==> config.mk <==
export PLATFORM = sky130hd
export DESIGN_NAME = ls_stage_reg
export DESIGN_NICKNAME = d
export VERILOG_FILES = /design/src/rtl/ls_stage_reg_pkg.sv /design/src/rtl/ls_stage_payload_reg.sv /design/src/rtl/ls_stage_reg.sv
export SDC_FILE = /design/constraint.sdc
export NUM_CORES = 1
export LEC_CHECK = 0
export ABC_AREA = 1
export BUFFER_PORTS_ARGS = -buffer_cell sky130_fd_sc_hd__buf_2
export CORE_AREA = 2 2 179 181
export CTS_CLUSTER_DIAMETER = 80
export CTS_CLUSTER_SIZE = 14
export DETAILED_ROUTE_END_ITERATION = 7
export DIE_AREA = 0 0 181 183
export SLEW_MARGIN = 10
export SYNTH_ARGS = -nofsm -noshare
export SYNTH_HDL_FRONTEND = slang
export SYNTH_SLANG_ARGS = --single-unit
==> constraint.sdc <==
create_clock -name clk -period 1.5 [get_ports clk]
set_input_delay 0.45 -clock clk [delete_from_list [all_inputs] [get_ports clk]]
set_output_delay 0.45 -clock clk [all_outputs]
set_load 0.1 [all_outputs]
==> src/rtl/ls_stage_reg_pkg.sv <==
// Shared definitions for the execute-to-load/store stage register: field
// widths, bubble instruction, control-bundle bit positions, state encoding.
package ls_stage_reg_pkg;

  localparam int XLEN_DEF   = 64;
  localparam int ILEN_DEF   = 32;
  localparam int CTRL_W_DEF = 5;

  localparam logic [31:0] NOP_INSTR_DEF = 32'h0000_0013;

  localparam int CTRL_WREN   = 0;
  localparam int CTRL_LDEN   = 1;
  localparam int CTRL_OP_LSB = 2;
  localparam int CTRL_OP_MSB = 4;

  typedef enum logic [1:0] {
    EMPTY = 2'd0,
    BUSY  = 2'd1,
    FULL  = 2'd2
  } ls_state_e;

endpackage

==> src/rtl/ls_stage_payload_reg.sv <==
// Width-parametrised payload register: load on enable, synchronous clear to a
// fixed value (clear wins over load).
module ls_stage_payload_reg
  import ls_stage_reg_pkg::*;
#(
  parameter int           W       = 8,
  parameter logic [W-1:0] CLR_VAL = '0
) (
  input  logic         clk,
  input  logic         clr,
  input  logic         en,
  input  logic [W-1:0] d,
  output logic [W-1:0] q
);

  always_ff @(posedge clk) begin
    if (clr) begin
      q <= CLR_VAL;
    end else if (en) begin
      q <= d;
    end
  end

endmodule

==> src/rtl/ls_stage_reg.sv <==
// EX/LS pipeline stage register with valid/ready handshake, stall and flush.
// Define LS_STAGE_SKID_EN for a registered in_ready backed by a one-entry skid buffer.
module ls_stage_reg
  import ls_stage_reg_pkg::*;
#(
  parameter int               XLEN      = XLEN_DEF,
  parameter int               ILEN      = ILEN_DEF,
  parameter int               CTRL_W    = CTRL_W_DEF,
  parameter logic [ILEN-1:0]  NOP_INSTR = ILEN'(NOP_INSTR_DEF)
) (
  input  logic              clk,
  input  logic              rst,
  input  logic              in_valid,
  output logic              in_ready,
  input  logic [XLEN-1:0]   pc_i,
  input  logic [ILEN-1:0]   instr_i,
  input  logic [XLEN-1:0]   rs2_i,
  input  logic [XLEN-1:0]   alures_i,
  input  logic [CTRL_W-1:0] ctrl_i,
  input  logic              flush,
  output logic              out_valid,
  input  logic              out_ready,
  output logic [XLEN-1:0]   pc_o,
  output logic [ILEN-1:0]   instr_o,
  output logic [XLEN-1:0]   rs2_o,
  output logic [XLEN-1:0]   alures_o,
  output logic [CTRL_W-1:0] ctrl_o
);

  localparam int PW = 3*XLEN + ILEN + CTRL_W;
  // Bubble: everything zero except the instruction slot, which carries NOP.
  localparam logic [PW-1:0] CLR_VAL = {{XLEN{1'b0}}, NOP_INSTR, {(2*XLEN+CTRL_W){1'b0}}};

  ls_state_e       state_q, state_d;
  logic            main_en;
  logic            clr;
  logic            in_hs;
  logic [PW-1:0]   pay_in;
  logic [PW-1:0]   main_d;
  logic [PW-1:0]   main_q;

  assign pay_in    = {pc_i, instr_i, rs2_i, alures_i, ctrl_i};
  assign clr       = rst | flush;
  assign in_hs     = in_valid & in_ready;
  assign out_valid = (state_q != EMPTY);
  assign {pc_o, instr_o, rs2_o, alures_o, ctrl_o} = main_q;

  always_ff @(posedge clk) begin
    if (rst) begin
      state_q <= EMPTY;
    end else begin
      state_q <= state_d;
    end
  end

`ifdef LS_STAGE_SKID_EN
  logic          skid_en;
  logic [PW-1:0] skid_q;

  // in_ready depends only on the state flop, never on out_ready.
  assign in_ready = (state_q != FULL);
  assign main_d   = (state_q == FULL) ? skid_q : pay_in;

  always_comb begin
    state_d = state_q;
    main_en = 1'b0;
    skid_en = 1'b0;
    case (state_q)
      EMPTY: begin
        if (in_hs) begin
          state_d = BUSY;
          main_en = 1'b1;
        end
      end
      BUSY: begin
        if (out_ready) begin
          if (in_hs) main_en = 1'b1;
          else       state_d = EMPTY;
        end else if (in_hs) begin
          state_d = FULL;
          skid_en = 1'b1;
        end
      end
      FULL: begin
        if (out_ready) begin
          state_d = BUSY;
          main_en = 1'b1;
        end
      end
      default: state_d = EMPTY;
    endcase
    if (flush) state_d = EMPTY;
  end

  ls_stage_payload_reg #(.W(PW), .CLR_VAL(CLR_VAL)) u_skid (
    .clk (clk),
    .clr (clr),
    .en  (skid_en),
    .d   (pay_in),
    .q   (skid_q)
  );
`else
  assign in_ready = ~out_valid | out_ready;
  assign main_d   = pay_in;

  always_comb begin
    state_d = state_q;
    main_en = 1'b0;
    case (state_q)
      EMPTY: begin
        if (in_hs) begin
          state_d = FULL;
          main_en = 1'b1;
        end
      end
      FULL: begin
        if (out_ready) begin
          if (in_hs) main_en = 1'b1;
          else       state_d = EMPTY;
        end
      end
      default: state_d = EMPTY;
    endcase
    if (flush) state_d = EMPTY;
  end
`endif

  ls_stage_payload_reg #(.W(PW), .CLR_VAL(CLR_VAL)) u_main (
    .clk (clk),
    .clr (clr),
    .en  (main_en),
    .d   (main_d),
    .q   (main_q)
  );

endmodule

**Yosys cells after proc, flatten, opt, wreduce, memory -nomap -nowiden**

Index checks and enable logic that the tools add are counted.

- Register bits after elaboration: 231
- Input port bits: 234
- Output and inout bits: 231
- Logic and storage cells: 21

- Equality and inequality tests: 4
- Multiplexer cells: 7
- Bitwise operators: 4
- Reduce and logical (&&, ||, !) cells: 4

Operators with widths:

| cell | number |
|---|---|
| $mux 2 | 3 |
| $ne 2x2->1 const B | 3 |
| $pmux 2 s2 | 1 |
| $reduce_and 3->1 | 1 |
| $eq 2x2->1 const B | 1 |
| $logic_not 2->1 | 1 |
| $mux 1 | 2 |
| $or 1x1->1 | 2 |
| $pmux 1 s2 | 1 |
| $reduce_bool 2->1 | 1 |
| $reduce_or 2->1 | 1 |
| $and 1x1->1 | 1 |
| $not 1->1 | 1 |

**Longest topological paths before layout**

Gate-level depths: netlist of run 1.

- Word-level depth: 7
- Depth in mapped cells: 7
- Mapped depth without buffers: 5

**Modules after synthesis**

Synthesis of run 1 repeated with hierarchy kept, for this count alone.

- Cells, all modules: 1455
- Area, all modules: 9855.7 um2

Modules (own cells, without submodules):

| module | instances | cells an instance | area each (um2) | sequential area each (um2) |
|---|---|---|---|---|
| ls_stage_payload_reg | 1 | 1446 | 9796.9 | 4584.4 |
| ls_stage_reg | 1 | 9 | 58.8 | 20.0 |

**Worst setup path before layout of run 1**

OpenSTA, ideal clock, no wires.

- Kind: reg2out
- From: reg state_q[1]
- To: out in_ready
- Arrival: 1.646 ns
- Data required time: 1.050 ns
- Slack: -0.596 ns
- Stages on the path, launching flop included: 4
- Path buffers: 2
- Path through: dfxtp_1 -> nand2_4 -> buf_6 -> buf_2

- Longest elaborated chain between the ends: 3

Ends and longest elaborated chain:

| what | RTL line | source |
|---|---|---|
| from (decl) | ls_stage_reg.sv:34 | `ls_state_e state_q, state_d;` |
| from (signal assigned) | ls_stage_reg.sv:52 | `state_q <= state_d;` |
| $reduce_bool 2->1 | ls_stage_reg.sv:45 | `assign out_valid = (state_q != EMPTY);` |
| $not 1->1 | ls_stage_reg.sv:103 | `assign in_ready = ~out_valid \| out_ready;` |
| $or 1x1->1 | ls_stage_reg.sv:103 |  |
| to (decl) | ls_stage_reg.sv:14 | `output logic in_ready,` |

No other way between the ends.

**Worst setup path after layout of run 1**

- From: reg state_q[1]
- To: out out_valid

- Longest elaborated chain between the ends: 1

Ends and longest elaborated chain:

| what | RTL line | source |
|---|---|---|
| $reduce_bool 2->1 | ls_stage_reg.sv:45 |  |
| to (decl) | ls_stage_reg.sv:21 | `output logic out_valid,` |

No other way between the ends.

==> results.toml, run 1 <==
[outcome]
status = "finished with violations"
violations = "negative setup slack"

[routing]
viasPerCell = 4.579
drtPass1Iterations = 5
post_drt_wl_per_cell_um = 14.27
ant_nets = 0
vias = 10760
drc_errors = 0
routed_wl_um = 33520
drt_iter0_drc = 583

[run]
drv_cap = 0

[clock_network]
clock_path_buffers = 3
cts_buffers = 20
cts_tree = "built"
clkLatencyLatePin_ns = 0.50
clkTransAtPathRegs_ns = 0.07
cts_root_buf = "clkbuf_16"
clock-sinks = 230
ctsHtreeMaxLevel = 1

[floorplanning]
rows = 65
die_w_um = 181
initial_core_util = 0.3316
pin_count = 465
core_area_um2 = 31230
fp.dieArea_um2 = 33120
die_h_um = 183

[worst_setup_path]
crit_type = "reg2out"
worstPathRequired_ns = 1.05
cp_slowest_stage_delay_ns = 0.38
r2r-start = "state_q[1]$_SDFFE_PP0P_"
crit_chain = "buf_6 > buf_12"
crit_start = "state_q[1]$_SDFFE_PP0P_"
critPathLaunchType = "flop"
critPathBufInv = 2
critical_path.top_delay_family = "flip-flops"
crit_path_top_delay_cell = "dfxtp_4"
critPathCaptureType = "primary output"
crit_arrival_ns = 1.15
path_max_fanout = 2

[synth]
synth_area_leaders = "dfxtp_1 44%, nand3_1 11%, a21oi_1 11%"
synthesis.nets = 1735
synth-warning-count = 0
syn_area_um2 = 10360
avgSynthCellArea_um2 = 6.900
yosysUniqueCellTypes = 14
yosys.area.top_type_share = 0.4446
yosys.area.top_type = "dfxtp_1"
synth_cells = 1501
synth.ff_latch_count = 230
synth_seq_area_share = 0.4446

[power_and_ir_drop]
peakVddDrop_mv = 0.6315
p_total_uw = 16390
p_clk_frac = 0.289
powerDensity_nw_per_um2 = 930.1
power_frac_seq = 0.410
p_comb_frac = 0.301
internal_power_uw = 10770
power_switching_uw = 5622
p_leak_uw = 0.008508
swShare = 0.3429

[timing]
setup_tns_ns = -0.1466
period_share = 1.066
fin_skew_ns = 0.006561
finalSetupViolations = 2
tightest_slew_ns = 0.3458
fmax_mhz = 625.2
period_needed_ns = 1.599
hold_violations = 0
maxSlewViolCount = 0
fin_ws_ns = -0.09939
rsz0062_at_grt = "yes"
slew_headroom = 0.7694

[final_layout]
area_delta_synth_final_pct = 70.21
final_core_util = 0.5644
layout_commonest_cell = "buf_12"
layout.cells.non_filler = 2349
final_cell_mix = "258 x buf_12, 232 x nand3_1, 232 x buf_2"
num-nets-final = 2175
drive_gt1_frac = 0.4107

[global_routing]
track_usage = 0.1941
antenna_found_initial = 4
grt_pass1_wl_um = 52800
use_met3 = 0.04766
grt_remaining_overflow = 0
grt_pass1_vias = 10130
use_met1 = 0.2304
grt_max_degree = 69
top_usage_layer = "met2"
gr-usage-met2 = 0.3428

[worst_hold_path]
hold_path.class = "in2reg"
hp-start = "rst"

[placement]
place_congestion = 0.8938
portBuffers = 464
hpwl_um = 25100
dp.cells = 2310
-- synth_stat cells (all sizes together) --
cell type and count:
nand2 231, inv 227, nand3 232, buf 122, dfxtp 230, nor2 227
nor3 1, clkbuf 4, a21oi 227
-- cells by family (layout without fill, tap and decap cells) --
kind of cell,Yosys count,count (layout),share of synthesized area
and+or+nand+nor,691,691,0.2796
buffers and inverters,353,795,0.1661
DFF,230,230,0.4446
AOI/OAI and AO/OA,227,227,0.1097
other,0,4,0
-- flip-flops by register name (all words and copies together) (netlist names) --
| signal | count |
|---|---|
| state_q | 1 |
| u_main.q | 229 |
-- worst paths after layout --
kind | to | slack (ns) | cells after the start
max | out_valid | -0.1 | 2
min | state_q[1]$_SDFFE_PP0P_ | 0.15 | 2
max reg2reg | u_main.q[219]$_SDFFE_PP0P_ | 0.06 | 7
min reg2reg | u_main.q[133]$_SDFFE_PP1P_ | 0.49 | 2
-- power groups by stage --
stage | sequential (µW) | combinational (µW) | clock (µW)
floorplan | 8620 | 1180 | 0
global placement | 6800 | 4880 | 0
detailed placement | 6820 | 4910 | 0
CTS | 6730 | 4940 | 4950
global route | 6740 | 5220 | 5170
finish | 6720 | 4930 | 4740
-- worst register-to-register path, stage by stage, from the launching register on --
cell and delay (ns):
dfxtp_4 0.38, nand2_8 0.06, buf_4 0.13, buf_4 0.14, buf_12 0.15, buf_4 0.21
a21oi_1 0.18, nor2_1 0.07
-- cell type report --
class | instances | area (µm²)
fill | 2802 | 13600
timing repair buffer | 544 | 6743
sequential | 230 | 4932
multi-input combinational | 918 | 4045
inverter | 227 | 852.1
clock buffer | 23 | 533.0
tap | 402 | 503.0
antenna | 4 | 10.01
clock inverter | 1 | 8.758
-- repair_timing --
item                                    4_1_cts  5_1_grt
setup buffers                                 6        6
hold buffers                                  0        0
pin swaps                                     1        0
endpoints found under the setup margin      231      231
gates resized for setup                     235       10
-- per-layer routing --
metal / vias up / part of all wire
li1: 5535 / -
met1: 4843 / 0.39
met2: 320 / 0.51
met3: 58 / 0.069
met4: 0 / 0.031
met5: - / 0
-- stage by stage --
stage | hold WS [ns] | cell area [µm²] | setup WS, ns
floorplan | 0.5171 | 10360 | 0.007392
global placement | 0.4948 | 16680 | -0.01979
detailed placement | 0.4998 | 16680 | -0.01585
CTS | 0.1174 | 17550 | -0.1344
global route | 0.1292 | 17630 | -0.1427
finish | 0.1477 | 17630 | -0.09939
Power figures use the tool's default switching activity.
==> run 2, diff against run 1 <==
- TNS_END_PERCENT: not set -> 30
==> results.toml, run 2 (same netlist as run 1, synthesis figures left out) <==
[worst_setup_path]
path_max_fanout = 2
critical_path.top_delay_family = "flip-flops"
worstPathRequired_ns = 1.05
critPathLaunchType = "flop"
crit_path_top_delay_cell = "dfxtp_4"
path_depth = 2
cp_slowest_stage_delay_ns = 0.38
critPathBufInv = 2
crit_arrival_ns = 1.15
critPathCaptureType = "primary output"
crit_chain = "buf_6 > buf_12"
rr_worst_depth = 7
crit_type = "reg2out"

[run]
drv_cap = 0

[routing]
drt_iter0_drc = 573
post_drt_wl_per_cell_um = 14.26
drtPass1Iterations = 4
ant_nets = 0
viasPerCell = 4.567
vias = 10710
drc_errors = 0
routed_wl_um = 33450

[final_layout]
multi_input_area_um2 = 4045
drive_gt1_frac = 0.4095
largest_reg_flops = 229
layout_commonest_cell = "buf_12"
final_cell_mix = "258 x buf_12, 232 x nand3_1, 232 x buf_2"
reg_top3 = "u_main.q x229, state_q x1"
final_core_util = 0.5635
fin_area_um2 = 17600
nFillCells = 2808
regMostFlops = "u_main.q"
ff_latch_area_um2 = 4932
area_delta_synth_final_pct = 69.92
num-nets-final = 2171

[timing]
fin_skew_ns = 0.005927
setup_tns_ns = -0.1462
finalSetupViolations = 2
hold_violations = 0
rsz0062_at_grt = "yes"
tightest_slew_ns = 0.3457
holdWs_ns = 0.1478
slew_headroom = 0.7695
fmax_mhz = 625.3
maxSlewViolCount = 0
fin_ws_ns = -0.09921
period_share = 1.066
period_needed_ns = 1.599

[global_routing]
track_usage = 0.1940
grt_pass1_vias = 10120
grt_max_degree = 69
grt_remaining_overflow = 0
grt_pass1_wl_um = 52770
antenna_found_initial = 4

[clock_network]
hold_buffers = 0
clkLatencyLatePin_ns = 0.49
cts_tree = "built"
cts_buffers = 20
clock-sinks = 230
ctsHtreeMaxLevel = 1
clock_path_buffers = 3
clkTransAtPathRegs_ns = 0.06
cts_root_buf = "clkbuf_16"

[power_and_ir_drop]
p_leak_uw = 0.008487
p_total_uw = 16390
peakVddDrop_mv = 0.6314
powerDensity_nw_per_um2 = 931.4

[floorplanning]
rows = 65
initial_core_util = 0.3316
core_area_um2 = 31230
die_w_um = 181
pin_count = 465
fp.dieArea_um2 = 33120
die_h_um = 183

[outcome]
status = "finished with violations"
violations = "negative setup slack"

[worst_hold_path]
hold_depth = 2
hold_path.class = "in2reg"

[placement]
place_area_um2 = 16680
portBuffers = 464
place_congestion = 0.8938
hpwl_um = 25100
==> run 2: routing by layer <==
| layer | up-vias | part of all wire | track usage |
|---|---|---|---|
| met1 | 4813 | 0.39 | 0.2304 |
| met3 | 58 | 0.069 | 0.04766 |
| met5 | - | 0 | 0 |
| met2 | 311 | 0.51 | 0.3425 |
| met4 | 0 | 0.031 | 0.06699 |
| li1 | 5527 | - | - |
==> run 2: worst paths after layout <==
kind                                end                  startpoint  slack, ns
min reg2reg  u_main.q[133]$_SDFFE_PP1P_  u_main.q[133]$_SDFFE_PP1P_       0.49
max reg2reg  u_main.q[219]$_SDFFE_PP0P_     state_q[1]$_SDFFE_PP0P_       0.06
max                           out_valid     state_q[1]$_SDFFE_PP0P_       -0.1
min             state_q[1]$_SDFFE_PP0P_                         rst       0.15
==> run 2: layout make-up <==
| cell class | instances | share of cell area |
|---|---|---|
| multi-input cells | 918 | 0.2299 |
| clock buffers | 23 | 0.03029 |
| diodes | 4 | 0.0005688 |
| flip-flops and latches | 230 | 0.2803 |
| inverters | 227 | 0.04842 |
| well taps | 402 | 0.02858 |
| clock inverters | 1 | 0.0004977 |
| repair buffers | 540 | 0.3815 |
==> run 2: power breakdown <==
part | switching [µW] | leakage, µW | internal (µW)
clock | 2250 | 0.000266 | 2500
sequential | 294 | 0.00198 | 6420
combinational | 3080 | 0.00624 | 1840
total | 5620 | 0.00849 | 10800
==> run 2: repair_timing <==
item                                    4_1_cts  5_1_grt
endpoints found under the setup margin      231      231
gates resized for setup                     235       10
cloned                                        0        0
endpoints found under the hold margin         0        0
setup buffers                                 5        3
pin swaps                                     1        0
==> run 2: per-stage QoR <==
stage	cells	setup WS (ns)
6_report	2345	-0.09921
5_1_grt	2345	-0.1427
4_1_cts	2338	-0.1344
3_5_place_dp	2310	-0.01585
3_3_place_gp	2310	-0.01979
2_1_floorplan	1501	0.007392
==> run 3, diff against run 2 <==
- CORE_AREA: 2 2 179 181 -> not set
- CORE_UTILIZATION: not set -> 30
- DIE_AREA: 0 0 181 183 -> not set
==> results.toml, run 3 (same netlist as run 1, synthesis figures left out) <==
[routing]
highest_layer = "met4"
drtPass1Iterations = 5
met2_length_um = 16530
drt_iter0_drc = 404
ant_nets = 0
viasPerCell = 4.511
drc_errors = 0
wl_met3_um = 2212
vias = 10760
drt-met1-wl_um = 13530
post_drt_wl_per_cell_um = 14.12
routed_wl_um = 33670

[global_routing]
grt_pass1_vias = 10190
track_usage = 0.1827
grt_max_degree = 67
grt_remaining_overflow = 0
antenna_found_initial = 3
grt_pass1_wl_um = 52900

[clock_network]
clock_path_buffers = 3
clkTransAtPathRegs_ns = 0.07
hold_buffers = 0
clkLatencyLatePin_ns = 0.51
clock-sinks = 230
ctsHtreeMaxLevel = 1
cts_tree = "built"
cts_buffers = 20
cts_root_buf = "clkbuf_16"

[final_layout]
largest_reg_flops = 229
regMostFlops = "u_main.q"
nFillCells = 3112
num-nets-final = 2165
reg_top3 = "u_main.q x229, state_q x1"
final_cell_mix = "253 x buf_12, 232 x nand3_1, 232 x buf_2"
final_core_util = 0.5205
drive_gt1_frac = 0.4085
ff_latch_area_um2 = 4925
layout_commonest_cell = "buf_12"
multi_input_area_um2 = 4045
layout.cells.non_filler = 2385
area_delta_synth_final_pct = 69.81

[worst_setup_path]
worstPathRequired_ns = 1.05
critPathCaptureType = "primary output"
path_max_fanout = 2
crit_type = "reg2out"
crit_arrival_ns = 1.17
critPathLaunchType = "flop"

[power_and_ir_drop]
powerDensity_nw_per_um2 = 949.6
peakVddDrop_mv = 0.6996
p_leak_uw = 0.008463

[placement]
hpwl_um = 25360
portBuffers = 464
dp.cells = 2355
place_congestion = 0.8865

[floorplanning]
core_area_um2 = 33780
die_h_um = 187.8
fp.dieArea_um2 = 35270
pin_count = 465
initial_core_util = 0.3065
rows = 67
die_w_um = 187.8

[timing]
finalSetupViolations = 27
period_share = 1.077
fin_ws_ns = -0.1152
maxSlewViolCount = 0
fin_skew_ns = 0.01725
slew_headroom = 0.8184
fmax_mhz = 619.1
tightest_slew_ns = 0.2724
hold_violations = 0
period_needed_ns = 1.615
rsz0062_at_grt = "yes"

[worst_hold_path]
hold_path.class = "in2reg"

[run]
drv_cap = 0

[outcome]
violations = "negative setup slack"
status = "finished with violations"
==> run 3: layout make-up <==
type,instances,share of cell area
tap,448,0.03187
sequential,230,0.2800
timing repair buffer,534,0.3758
inverter,227,0.04845
multi-input combinational,918,0.2300
antenna,3,0.0004269
clock buffer,24,0.03166
clock inverter,1,0.001708
==> run 3: final timing paths <==
kind / startpoint / end / slack, ns / cells past startpoint
min reg2reg: u_main.q[134]$_SDFFE_PP1P_ / u_main.q[134]$_SDFFE_PP1P_ / 0.49 / 2
max: state_q[1]$_SDFFE_PP0P_ / out_valid / -0.12 / 2
max reg2reg: state_q[1]$_SDFFE_PP0P_ / u_main.q[44]$_SDFFE_PP0P_ / 0.08 / 7
min: rst / state_q[1]$_SDFFE_PP0P_ / 0.13 / 2
==> run 3: metal layers <==
metal,GRT usage,up-vias
met5,0,-
met4,0.08193,0
met3,0.04398,73
met2,0.3131,333
met1,0.2154,4845
li1,-,5507
==> run 3: timing repair <==
item | in CTS | in global routing
buffers inserted | 2 | 1
endpoints found under the setup margin | 231 | 235
gates cloned | 0 | 0
pin swaps | 1 | 0
gates resized for setup | 233 | 10
==> run 3: per-stage QoR <==
step                hold WS (ns)  area, µm²  setup slack, ns  setup TNS (ns)  power (µW)
finish                    0.1319      17590          -0.1152         -0.3158       16700
global route              0.1265      17590          -0.1540          -7.002       17390
CTS                       0.1055      17540          -0.1454          -4.789       16930
detailed placement        0.4996      16660          -0.1422          -1.899       11710
global placement          0.4970      16660          -0.1065         -0.8071       11660
floorplan                 0.5171      10360         0.007392               0        9799
==> run 3: worst max-delay path, stage by stage, from the launching register on <==
cell and delay [ns]:
dfxtp_4 0.38, buf_6 0.11, buf_12 0.16
==> run 3: power by group <==
group          switching [µW]  internal (µW)  total [µW]  leakage (µW)
Sequential                296           6430        6720       0.00198
Combinational            3070           1820        4890       0.00619
Clock                    2330           2760        5090      0.000288
